===== src/rtl/freq_meter_if.sv =====
// Control/result bundle between freq_meter (slave) and its host (master).
// Width of the freq result follows CNT_W of the attached meter.
interface freq_meter_if #(
  parameter int CNT_W = 27
);
  logic             start;
  logic             continuous;
  logic             busy;
  logic             valid;
  logic             overflow;
  logic [CNT_W-1:0] freq;

  modport master (
    output start, continuous,
    input  busy, freq, valid, overflow
  );

  modport slave (
    input  start, continuous,
    output busy, freq, valid, overflow
  );
endinterface


===== src/rtl/freq_meter.sv =====
// Gated frequency counter: counts rising edges of async sig_in over GATE_CYCLES clk cycles.
// Optional macro FREQ_METER_DEGLITCH_EN inserts a 2-cycle level filter after the synchronizer.
module freq_meter #(
  parameter int GATE_CYCLES = 125000000,
  parameter int CNT_W       = 27
) (
  input  logic         clk,
  input  logic         reset,
  input  logic         sig_in,
  freq_meter_if.slave  bus
);

  localparam int GW = (GATE_CYCLES > 1) ? $clog2(GATE_CYCLES) : 1;
  localparam logic [GW-1:0]    GATE_LAST = GW'(GATE_CYCLES - 1);
  localparam logic [CNT_W-1:0] CNT_MAX   = '1;

  typedef enum logic [1:0] {
    IDLE  = 2'd0,
    GATE  = 2'd1,
    LATCH = 2'd2
  } state_t;

  state_t           r_state;
  state_t           w_state_nxt;
  logic             r_s1, r_s2, r_s3;
  logic             w_rise;
  logic [GW-1:0]    r_gate_cnt;
  logic [CNT_W-1:0] r_edge_cnt;
  logic             r_ovf;
  logic [CNT_W-1:0] r_freq;
  logic             r_overflow;
  logic             w_gate_last;
  logic             w_sat;
  logic [CNT_W-1:0] w_edge_nxt;
  logic             w_ovf_nxt;
  logic             w_clear;
  logic             w_load;

  always_ff @(posedge clk or posedge reset) begin
    if (reset) begin
      r_s1 <= 1'b0;
      r_s2 <= 1'b0;
      r_s3 <= 1'b0;
    end else begin
      r_s1 <= sig_in;
      r_s2 <= r_s1;
      r_s3 <= r_s2;
    end
  end

`ifdef FREQ_METER_DEGLITCH_EN
  logic r_f, r_f_prev;

  // r_s3 is s2 one cycle ago, so equality means s2 has held for two cycles
  always_ff @(posedge clk or posedge reset) begin
    if (reset) begin
      r_f      <= 1'b0;
      r_f_prev <= 1'b0;
    end else begin
      if (r_s2 == r_s3) r_f <= r_s2;
      r_f_prev <= r_f;
    end
  end

  assign w_rise = r_f & ~r_f_prev;
`else
  assign w_rise = r_s2 & ~r_s3;
`endif

  assign w_gate_last = (r_gate_cnt == GATE_LAST);
  assign w_sat       = (r_edge_cnt == CNT_MAX);
  assign w_edge_nxt  = (w_rise && !w_sat) ? r_edge_cnt + 1'b1 : r_edge_cnt;
  assign w_ovf_nxt   = r_ovf | (w_rise & w_sat);

  always_ff @(posedge clk or posedge reset) begin
    if (reset) r_state <= IDLE;
    else       r_state <= w_state_nxt;
  end

  always_comb begin
    w_state_nxt = r_state;
    w_clear     = 1'b0;
    w_load      = 1'b0;
    case (r_state)
      IDLE: begin
        if (bus.start || bus.continuous) begin
          w_state_nxt = GATE;
          w_clear     = 1'b1;
        end
      end
      GATE: begin
        if (w_gate_last) begin
          w_state_nxt = LATCH;
          w_load      = 1'b1;
        end
      end
      LATCH: begin
        if (bus.continuous) begin
          w_state_nxt = GATE;
          w_clear     = 1'b1;
        end else begin
          w_state_nxt = IDLE;
        end
      end
      default: w_state_nxt = IDLE;
    endcase
  end

  always_ff @(posedge clk or posedge reset) begin
    if (reset) begin
      r_gate_cnt <= '0;
      r_edge_cnt <= '0;
      r_ovf      <= 1'b0;
    end else if (w_clear) begin
      r_gate_cnt <= '0;
      r_edge_cnt <= '0;
      r_ovf      <= 1'b0;
    end else if (r_state == GATE) begin
      if (!w_gate_last) r_gate_cnt <= r_gate_cnt + 1'b1;
      r_edge_cnt <= w_edge_nxt;
      r_ovf      <= w_ovf_nxt;
    end
  end

  // Result is loaded on the edge entering LATCH (including the final gate
  // cycle's rise) so freq/overflow are already new while valid is high.
  always_ff @(posedge clk or posedge reset) begin
    if (reset) begin
      r_freq     <= '0;
      r_overflow <= 1'b0;
    end else if (w_load) begin
      r_freq     <= w_edge_nxt;
      r_overflow <= w_ovf_nxt;
    end
  end

  assign bus.busy     = (r_state != IDLE);
  assign bus.valid    = (r_state == LATCH);
  assign bus.freq     = r_freq;
  assign bus.overflow = r_overflow;

endmodule


===== src/flat_wrapper.sv =====
// flat-port wrapper written by rule: the top's interface ports become plain ports
module freq_meter_flat 
#(
  parameter int GATE_CYCLES = 125000000,
  parameter int CNT_W       = 27
)
  (clk, reset, sig_in, bus_start, bus_continuous, bus_busy, bus_freq, bus_valid, bus_overflow);
  freq_meter_if #(.CNT_W(CNT_W)) bus_i ();
  input  logic clk;
  input  logic reset;
  input  logic sig_in;
  input wire logic [$bits(bus_i.start)-1:0] bus_start;
  input wire logic [$bits(bus_i.continuous)-1:0] bus_continuous;
  output wire logic [$bits(bus_i.busy)-1:0] bus_busy;
  output wire logic [$bits(bus_i.freq)-1:0] bus_freq;
  output wire logic [$bits(bus_i.valid)-1:0] bus_valid;
  output wire logic [$bits(bus_i.overflow)-1:0] bus_overflow;
  assign bus_i.start = bus_start;
  assign bus_i.continuous = bus_continuous;
  assign bus_busy = bus_i.busy;
  assign bus_freq = bus_i.freq;
  assign bus_valid = bus_i.valid;
  assign bus_overflow = bus_i.overflow;
  freq_meter #(.GATE_CYCLES(GATE_CYCLES), .CNT_W(CNT_W)) u_core (.clk(clk), .reset(reset), .sig_in(sig_in), .bus(bus_i));
endmodule

===== config.mk =====
export PLATFORM = sky130hd
export DESIGN_NAME = freq_meter_flat
export DESIGN_NICKNAME = d
export VERILOG_FILES = /design/src/rtl/freq_meter_if.sv /design/src/rtl/freq_meter.sv /design/src/flat_wrapper.sv
export SDC_FILE = /design/constraint.sdc
export NUM_CORES = 1
export LEC_CHECK = 0
export CAP_MARGIN = 20
export CORE_MARGIN = 2
export CORE_UTILIZATION = 59
export CTS_CLUSTER_DIAMETER = 120
export DETAILED_ROUTE_END_ITERATION = 8
export MAX_ROUTING_LAYER = met4
export PLACE_DENSITY = 0.86
export SLEW_MARGIN = 20
export SYNTH_ARGS = -nofsm -noshare
export SYNTH_HDL_FRONTEND = slang
export SYNTH_SLANG_ARGS = --single-unit

===== constraint.sdc =====
create_clock -name clk -period 3.5 [get_ports clk]
set_input_delay 0.35 -clock clk [delete_from_list [all_inputs] [get_ports clk]]
set_output_delay 0.35 -clock clk [all_outputs]
set_load 0.02 [all_outputs]

**Word level (Yosys, flattened, before mapping)**

Cells that the tools add are included.

- Equal/unequal tests: 7
- Reductions and logical operators: 8
- Add/sub/neg operators: 2
- Muxes and demuxes: 17
- Bitwise operators: 4

Operators by type and width:

| cell | number |
|---|---|
| 27-bit two-way mux | 6 |
| 27-bit by 1-bit adder with 27-bit output (second input constant) | 2 |
| 27-bit == test (second input constant) | 2 |
| 1-bit two-way mux | 7 |
| 2-bit one-hot mux with 3 select lines | 1 |
| 2-bit two-way mux | 2 |
| 2-bit by 1-bit != test with 1-bit output (second input constant) | 2 |
| 2-bit AND reduction | 2 |
| 2-bit nonzero test | 2 |
| 1-bit bitwise AND | 2 |
| 2-bit by 1-bit == test with 1-bit output (second input constant) | 1 |
| 2-bit == test (second input constant) | 1 |
| 2-bit zero test | 1 |
| 2-bit != test (second input constant) | 1 |
| 1-bit one-hot mux with 2 select lines | 1 |
| 1-bit logical AND | 1 |
| 1-bit zero test | 1 |
| 1-bit logical OR | 1 |
| 1-bit NOT | 1 |
| 1-bit OR | 1 |

- Word-level logic and storage cells: 47
- Bits in registers: 88

**Depth between registers and ports, before layout**

Gate-level depths: netlist of the first run.

- Depth in word-level cells: 6
- Gate-level depth with buffers: 9
- Gate-level depth less buffers: 6

**Worst setup path before layout of the first run**

No wires, ideal clock.

- Kind: reg2reg
- From: register u_core.r_gate_cnt[0]
- To: register u_core.r_gate_cnt[19]
- Stages on the path, launching flop included: 9
- Period minus slack after synthesis: 2.048 ns
- Data arrival time: 1.970 ns
- Required time: 3.422 ns
- Slack: 1.452 ns
- Cells stage by stage: dfrtp_1 ha_1 and3_1 buf_2 nand3_1 o31ai_2 buf_2 or4_1 a21oi_1

- Word-level cells in the longest chain between the ends: 4
- Elaborated cells on any way between the ends: 7
- Classes of those cells: 1 x add/sub; 2 x eq/ne; 3 x mux; 1 x reduce/logical

RTL lines:

| element | RTL line | RTL |
|---|---|---|
| from (decl) | freq_meter.sv:27 | `logic [GW-1:0] r_gate_cnt;` |
| from (signal assigned) | freq_meter.sv:119 | `if (!w_gate_last) r_gate_cnt <= r_gate_cnt + 1'b1;` |
| 27-bit by 1-bit adder with 27-bit output | freq_meter.sv:119 |  |
| 27-bit two-way mux | freq_meter.sv:119 |  |
| 27-bit two-way mux | freq_meter.sv:118 | `end else if (r_state == GATE) begin` |
| 27-bit two-way mux | freq_meter.sv:114 | `end else if (w_clear) begin` |

Several ways; a longest one is shown, not always the timed one. The select of a mux whose other input is x is not followed.
A chain may end at the register's enable or synchronous reset.

**Final worst setup path of the first run**

- From: register u_core.r_edge_cnt[0]
- To: register u_core.r_edge_cnt[4]

- Word-level cells in the longest chain between the ends: 6
- Elaborated cells on any way between the ends: 7
- Classes of those cells: 1 x add/sub; 1 x eq/ne; 3 x mux; 2 x reduce/logical

RTL lines:

| element | RTL line | RTL |
|---|---|---|
| from (decl) | freq_meter.sv:28 | `logic [CNT_W-1:0] r_edge_cnt;` |
| from (signal assigned) | freq_meter.sv:120 | `r_edge_cnt <= w_edge_nxt;` |
| parallel branches: the longest is 3 deep, another holds 27-bit by 1-bit adder with 27-bit output | n/a |  |
| 27-bit two-way mux * | freq_meter.sv:72 | `assign w_edge_nxt = (w_rise && !w_sat) ? r_edge_cnt + 1'b1 : r_edge_cnt;` |
| 27-bit two-way mux * | freq_meter.sv:118 |  |
| 27-bit two-way mux * | freq_meter.sv:114 |  |

Mark *: on every way between the ends. The select of a mux whose other input is x is not followed.

==> results of run 1 <==
-- stage by stage --
stage	hold slack [ps]	instance area, sq um	total power [mW]	worst slack (ps)	instances
floorplan	331.2	4975	1.715	871.4	534
global placement	335.8	5313	1.786	1266	643
detailed placement	341.1	5313	1.827	1198	643
CTS	371.8	5497	2.488	1192	659
global route	385.3	5497	2.628	921.0	659
finish	369.0	5497	2.492	1146	659
-- state kept, by name, indices dropped and copies added, names as in the netlist --
signal               flops
u_core.r_ovf             1
u_core.r_state           2
u_core.r_gate_cnt       27
u_core.r_edge_cnt       27
u_core.bus.overflow      1
u_core.r_s1              1
u_core.bus.freq         27
u_core.r_s2              1
u_core.r_s3              1
-- routing by layer --
layer,track usage [%],routed length (um)
met4,9.762,213
met2,40.85,5263
met5,-,0
met1,37.99,5161
met3,3.915,599
-- cell usage after synthesis (6+ instances only) --
library cell,instances,area [sq um]
dfrtp_1,88,2202
nor2_1,48,180.2
nand2_1,47,176.4
a21oi_1,44,220.2
nand3_1,27,135.1
xnor2_1,20,175.2
a31oi_1,19,118.9
clkbuf_1,16,60.06
buf_2,15,75.07
o21ai_1,15,75.07
or4_1,15,112.6
nand4_1,14,87.58
and3_1,13,81.33
nand2b_1,11,68.82
o31ai_1,11,82.58
mux2i_1,10,100.1
nor4_1,10,62.56
a211oi_1,8,60.06
inv_1,7,26.28
nor3_1,7,35.03
and4_1,6,52.55
o211ai_1,6,45.04
-- kinds of logic (layout without fill, tap and decap cells) --
| family | after synthesis | after routing | synth area share [%] |
|---|---|---|---|
| multiplexers | 10 | 10 | 2.012 |
| adder cells (fa/ha/maj) | 2 | 2 | 0.5029 |
| AND/OR/NAND/NOR | 228 | 228 | 25.96 |
| buffers and inverters | 45 | 65 | 4.678 |
| XOR/XNOR | 22 | 22 | 3.873 |
| AO/OA/AOI/OAI | 139 | 139 | 18.71 |
| flip-flops | 88 | 88 | 44.27 |
-- power by group --
part | internal [mW] | total, mW | switching, mW
clock | 0.314 | 0.668 | 0.354
sequential | 1.13 | 1.34 | 0.203
combinational | 0.199 | 0.487 | 0.288
total | 1.65 | 2.49 | 0.845
-- layout make-up --
type                       instances  area (sq um)  area share, %
clock inverter                     3         15.01         0.2732
sequential                        88          2202          40.06
inverter                           7         27.53         0.5008
multi-input combinational        401          2551          46.41
tap                              105         131.4          2.390
timing repair buffer              42         400.4          7.284
clock buffer                      13         168.9          3.073
-- cell usage in the layout (no fill, tap or decap), drive strengths merged, types with 5 or more instances in the layout --
cell type and count:
a211oi 9, a21oi 45, a31oi 19, and2 5, and3 14, and4 7, buf 8, clkbuf 13
clkdlybuf4s50 34, dfrtp 88, inv 6, mux2i 10, nand2 47, nand2b 11, nand3 29, nand4 17
nor2 48, nor3 7, nor4 13, o211ai 7, o21ai 19, o31ai 12, or4 15, xnor2 20
-- worst max-delay path by stage --
stage	cells past startpoint	slack [ps]	from	endpoint
after global placement	7	1270	u_core.r_edge_cnt[0]	u_core.bus.freq[12]
after detailed placement	7	1200	u_core.r_edge_cnt[0]	u_core.r_edge_cnt[13]
final	7	1150	u_core.r_edge_cnt[0]	u_core.r_edge_cnt[4]
after floorplan	1	870	reset	u_core.bus.freq[0]
after CTS	7	1190	u_core.r_edge_cnt[0]	u_core.r_edge_cnt[4]
after global routing	7	920	u_core.r_edge_cnt[0]	u_core.r_edge_cnt[15]
-- critical path, cell delays in order, from the launching register on --
cell	delay (ps)
dfrtp_1	460
ha_1	230
nand3_2	200
nor4_4	610
buf_4	280
a21oi_4	110
a21o_1	200
a31oi_1	160
==> flow_metrics.py, run 1 <==
metrics = {
    "run_status": {
        "outcome": "completed",
    },
    "floorplan": {
        "io_pins": 35,
        "fp.dieH_um": 95.83,
        "start_util_pct": 60.85,
        "die_w_um": 95.83,
        "num_rows": 33,
        "core_area_sq_mm": 0.008175,
        "die-area_sq_mm": 0.009182,
    },
    "place": {
        "dp.final_hpwl_mm": 7.726,
        "numPortBuffers": 34,
        "gp_congestion": 0.9748,
    },
    "yosys": {
        "ys_seq_area_share_pct": 44.27,
        "synth_seq_cells": 88,
        "async_flop_share_pct": 100.0,
        "syn_inst": 534,
        "yosysWarnings": 0,
        "syn_avg_cell_area_sq_um": 9.316,
        "synth_edf_count": 0,
        "synth.distinct_cells": 62,
        "syn-num-nets": 541,
        "syn-cell-area_sq_mm": 0.004975,
        "ys.flop_type": "dfrtp_1",
    },
    "setup_path": {
        "regToRegSetupSlack_ps": 1150,
        "start_kind": "flip-flop",
        "critPathMaxFanout": 9,
        "path_class": "flip-flop to flip-flop",
        "cp-end-kind": "flip-flop",
        "crit_arrival_ps": 2610,
        "r2r.worst_path.cells": 7,
        "r2r-end": "u_core.r_edge_cnt[4]",
        "cp_data_required_time_ps": 3760,
        "reg2reg_from": "u_core.r_edge_cnt[0]",
    },
    "route": {
        "drtIter0Drc": 367,
        "drcViolationCount": 0,
        "num_vias": 4249,
        "wire_per_inst_um": 17.05,
        "routed_wl_mm": 11.24,
        "viasPerCell": 6.448,
        "dr.pass1.iters": 5,
        "antenna_left": 0,
    },
    "clock_network": {
        "clkLatencyLatePin_ps": 360,
        "cts_root_buf": "clkbuf_8",
        "clock_path_buffers": 2,
        "htreeDepth": 3,
        "hold_buffers": 0,
        "cts_tree": "built",
        "cts_repair_resize_count": 0,
        "cts.clk_slew.worst_paths_ps": 80,
        "cts.sink_count": 88,
        "cts_setup_buffers": 0,
        "cts_buffers": 9,
    },
    "pwr": {
        "leakage_nw": 2.162,
        "peakVddDrop_mv": 0.3452,
        "p_per_area_mw_per_mm2": 453.5,
    },
    "cells_and_area": {
        "drive_above_1_share_pct": 8.123,
        "nets": 556,
        "area_growth_pct": 10.49,
        "nFillCells": 646,
        "post-route-util_pct": 67.23,
        "antenna_cells": 0,
    },
    "timing": {
        "skew_ps": 14.67,
        "hold_viol_final": 0,
        "period_needed_ps": 2354,
        "post-route-period-util_pct": 67.26,
        "setup_viol": 0,
        "clock.fmax_mhz": 424.8,
        "rsz0062_at_grt": "no",
        "tns_ps": 0,
        "relSlewSlack_pct": 46.64,
        "worst_pin_slew_ps": 799.5,
        "drv_slew": 0,
    },
    "global_routing": {
        "grt_pass1_vias": 3989,
        "grt-ovfl-total": 0,
        "antenna_found_initial": 0,
        "grt_util_all_layers_pct": 27.22,
        "grt_pass1_wl_mm": 19.03,
        "grt_max_degree": 55,
    },
    "hold_path": {
        "min_to": "u_core.r_s2",
        "hp-class": "flip-flop to flip-flop",
        "hold-path-cell-count": 0,
        "min_from": "u_core.r_s1",
    },
    "flow_run": {
        "maxCapViolations": 0,
    },
}
(Power assumes the default switching activity.)
==> run 2, diff against run 1 <==
--- a/config.mk
+++ b/config.mk
@@ -7,11 +7,11 @@
 export LEC_CHECK = 0
 export CAP_MARGIN = 20
 export CORE_MARGIN = 2
-export CORE_UTILIZATION = 59
+export CORE_UTILIZATION = 53
 export CTS_CLUSTER_DIAMETER = 120
 export DETAILED_ROUTE_END_ITERATION = 8
 export MAX_ROUTING_LAYER = met4
-export PLACE_DENSITY = 0.86
+export PLACE_DENSITY = 0.82
 export SLEW_MARGIN = 20
 export SYNTH_ARGS = -nofsm -noshare
 export SYNTH_HDL_FRONTEND = slang
==> constraint.sdc (replaced) <==
create_clock -name clk -period 1.9 [get_ports clk]
set_input_delay 0.19 -clock clk [delete_from_list [all_inputs] [get_ports clk]]
set_output_delay 0.19 -clock clk [all_outputs]
set_load 0.02 [all_outputs]
==> run 2 against run 1 <==
Effect of this change:
- design area increased by 27%
- largest power group unchanged
- wire length increased by 49%
- hold slack got worse by 110 ps
- global-route usage increased by 1.7 points
- clock-buffer cell count decreased by 2
- non-clock buffer count increased by 112
- critical path type unchanged
- power increased by 130%
- clock skew increased by 3.7 ps
- die area increased by 11%
- sequential share of layout area decreased by 8.3 points
- the run now ends with setup timing left
==> flow_metrics.py, run 2 (synthesis results as in run 1) <==
metrics = {
    "place": {
        "gp_congestion": 0.9507,
        "numPortBuffers": 34,
        "place_area_sq_mm": 0.005995,
        "dp_cells": 726,
        "dp.final_hpwl_mm": 9.117,
        "pre_cts_slack_ps": -119.8,
    },
    "floorplan": {
        "start_util_pct": 54.35,
        "core_area_sq_mm": 0.009153,
        "die-area_sq_mm": 0.01018,
        "fp.dieH_um": 100.9,
        "die_w_um": 100.9,
        "io_pins": 35,
        "num_rows": 35,
    },
    "setup_path": {
        "cp_common_cell": "buf_12",
        "start_kind": "flip-flop",
        "path_class": "flip-flop to flip-flop",
        "path_cells": "nor4_2 -> nand3_2 -> buf_4 -> nor4_4 -> buf_12 -> buf_12 -> nor2_1 -> a21oi_1",
        "crit_arrival_ps": 2390,
        "crit_path_max_incr_delay_ps": 430,
        "cp-end-kind": "flip-flop",
        "critPathMaxFanout": 21,
        "crit_slowest_cell": "dfrtp_1",
        "cp_data_required_time_ps": 2180,
        "cpLargestDelayFamily": "simple AND/OR/NAND/NOR gates",
        "crit_buf_inv": 3,
    },
    "clock_network": {
        "clkLatencyLatePin_ps": 380,
        "cts_tree": "built",
        "cts.sink_count": 88,
        "cts_buffers": 9,
        "cts_root_buf": "clkbuf_8",
        "clock_path_buffers": 2,
        "htreeDepth": 3,
        "cts.clk_slew.worst_paths_ps": 100,
    },
    "cells_and_area": {
        "multiInputGateArea_sq_mm": 0.002969,
        "final_cell_mix": "buf_4 (99), dfrtp_1 (79), nand2_1 (45)",
        "final_cells": 779,
        "register_area_sq_mm": 0.002213,
        "layout_commonest_cell": "buf_4",
        "design_area_sq_mm": 0.006958,
        "drive_above_1_share_pct": 33.53,
        "post-route-util_pct": 76.02,
        "antenna_cells": 0,
        "area_growth_pct": 39.86,
        "nets": 670,
        "nFillCells": 520,
    },
    "flow_run": {
        "maxCapViolations": 0,
    },
    "pwr": {
        "leakage_nw": 2.827,
        "p_per_area_mw_per_mm2": 816.0,
        "power_mw": 5.677,
        "peakVddDrop_mv": 0.6490,
    },
    "global_routing": {
        "grt_util_all_layers_pct": 28.96,
        "grt_pass1_wl_mm": 22.70,
        "grt_max_degree": 58,
        "grt-ovfl-total": 0,
        "antenna_found_initial": 0,
        "grt_pass1_vias": 4698,
    },
    "timing": {
        "setup_viol": 62,
        "relSlewSlack_pct": 57.36,
        "clock.fmax_mhz": 474.3,
        "drv_slew": 0,
        "worst_slack_ps": -208.2,
        "skew_ps": 18.36,
        "period_needed_ps": 2108,
        "post-route-period-util_pct": 111.0,
        "worst_pin_slew_ps": 637.2,
        "hold_viol_final": 0,
        "rsz0062_at_grt": "yes",
    },
    "run_status": {
        "outcome": "finished, violations left",
        "violations": "setup timing",
    },
    "route": {
        "antenna_left": 0,
        "viasPerCell": 6.810,
        "dr.pass1.iters": 5,
        "routed_wl_mm": 16.78,
        "drtIter0Drc": 744,
        "wire_per_inst_um": 21.54,
        "drcViolationCount": 0,
        "num_vias": 5305,
    },
    "hold_path": {
        "hp-class": "primary input to async pin",
    },
}
run 2: worst register-to-register path, cell delays in order, from the launching register on:
cell and delay (ps):
dfrtp_1 430, nor4_2 360, nand3_2 180, buf_4 190
nor4_4 250, buf_12 200, buf_12 170, nor2_1 50
a21oi_1 180
run 2: final cells by class:
cell class                 instances  share of cell area [%]
clock buffer                      11                   2.176
clock inverter                     5                  0.8991
inverter                           7                  0.4316
multi-input combinational        403                   42.67
sequential                        88                   31.81
tap                              111                   1.996
timing repair buffer             154                   20.01
run 2: final timing paths:
path                                             end                  start  cells after the start  slack, ps
worst min register to register           u_core.r_s2            u_core.r_s1                      0        350
worst max-delay path              u_core.bus.freq[2]  u_core.r_gate_cnt[18]                      8       -210
max in group asynchronous       u_core.r_gate_cnt[6]                  reset                      3       1250
worst max register to register    u_core.bus.freq[2]  u_core.r_gate_cnt[18]                      8       -210
worst min-delay path             u_core.bus.freq[25]                  reset                      3        260
min in group clk                         u_core.r_s1                 sig_in                      1        260
run 2: what timing repair did:
item / CTS / global route
setup buffers: 8 / 24
endpoints found under the setup margin: 43 / 78
resized for setup: 24 / 73
hold buffers: 0 / 0
gates cloned: 0 / 6
pin swaps: 9 / 34
run 2: per-layer routing:
layer | vias to the layer above | track usage [%] | share of wire, %
li1 | 2249 | - | -
met1 | 2547 | 37.99 | 37
met2 | 408 | 44.26 | 48
met3 | 101 | 5.548 | 9.9
met4 | 0 | 12.01 | 5.5
met5 | - | - | 0
run 2: power breakdown:
group / internal [mW] / total (mW) / switching [mW]
Sequential: 2.10 / 2.39 / 0.291
Clock: 0.690 / 1.42 / 0.733
Combinational: 0.880 / 1.86 / 0.983
run 2: metrics by stage:
step	setup TNS [ps]	hold WS [ps]
after floorplan	-98.63	221.4
after global placement	-21.18	335.5
after detailed placement	-792.4	341.1
after CTS	-126.0	251.5
after global routing	-10910	257.3
final	-6677	255.6
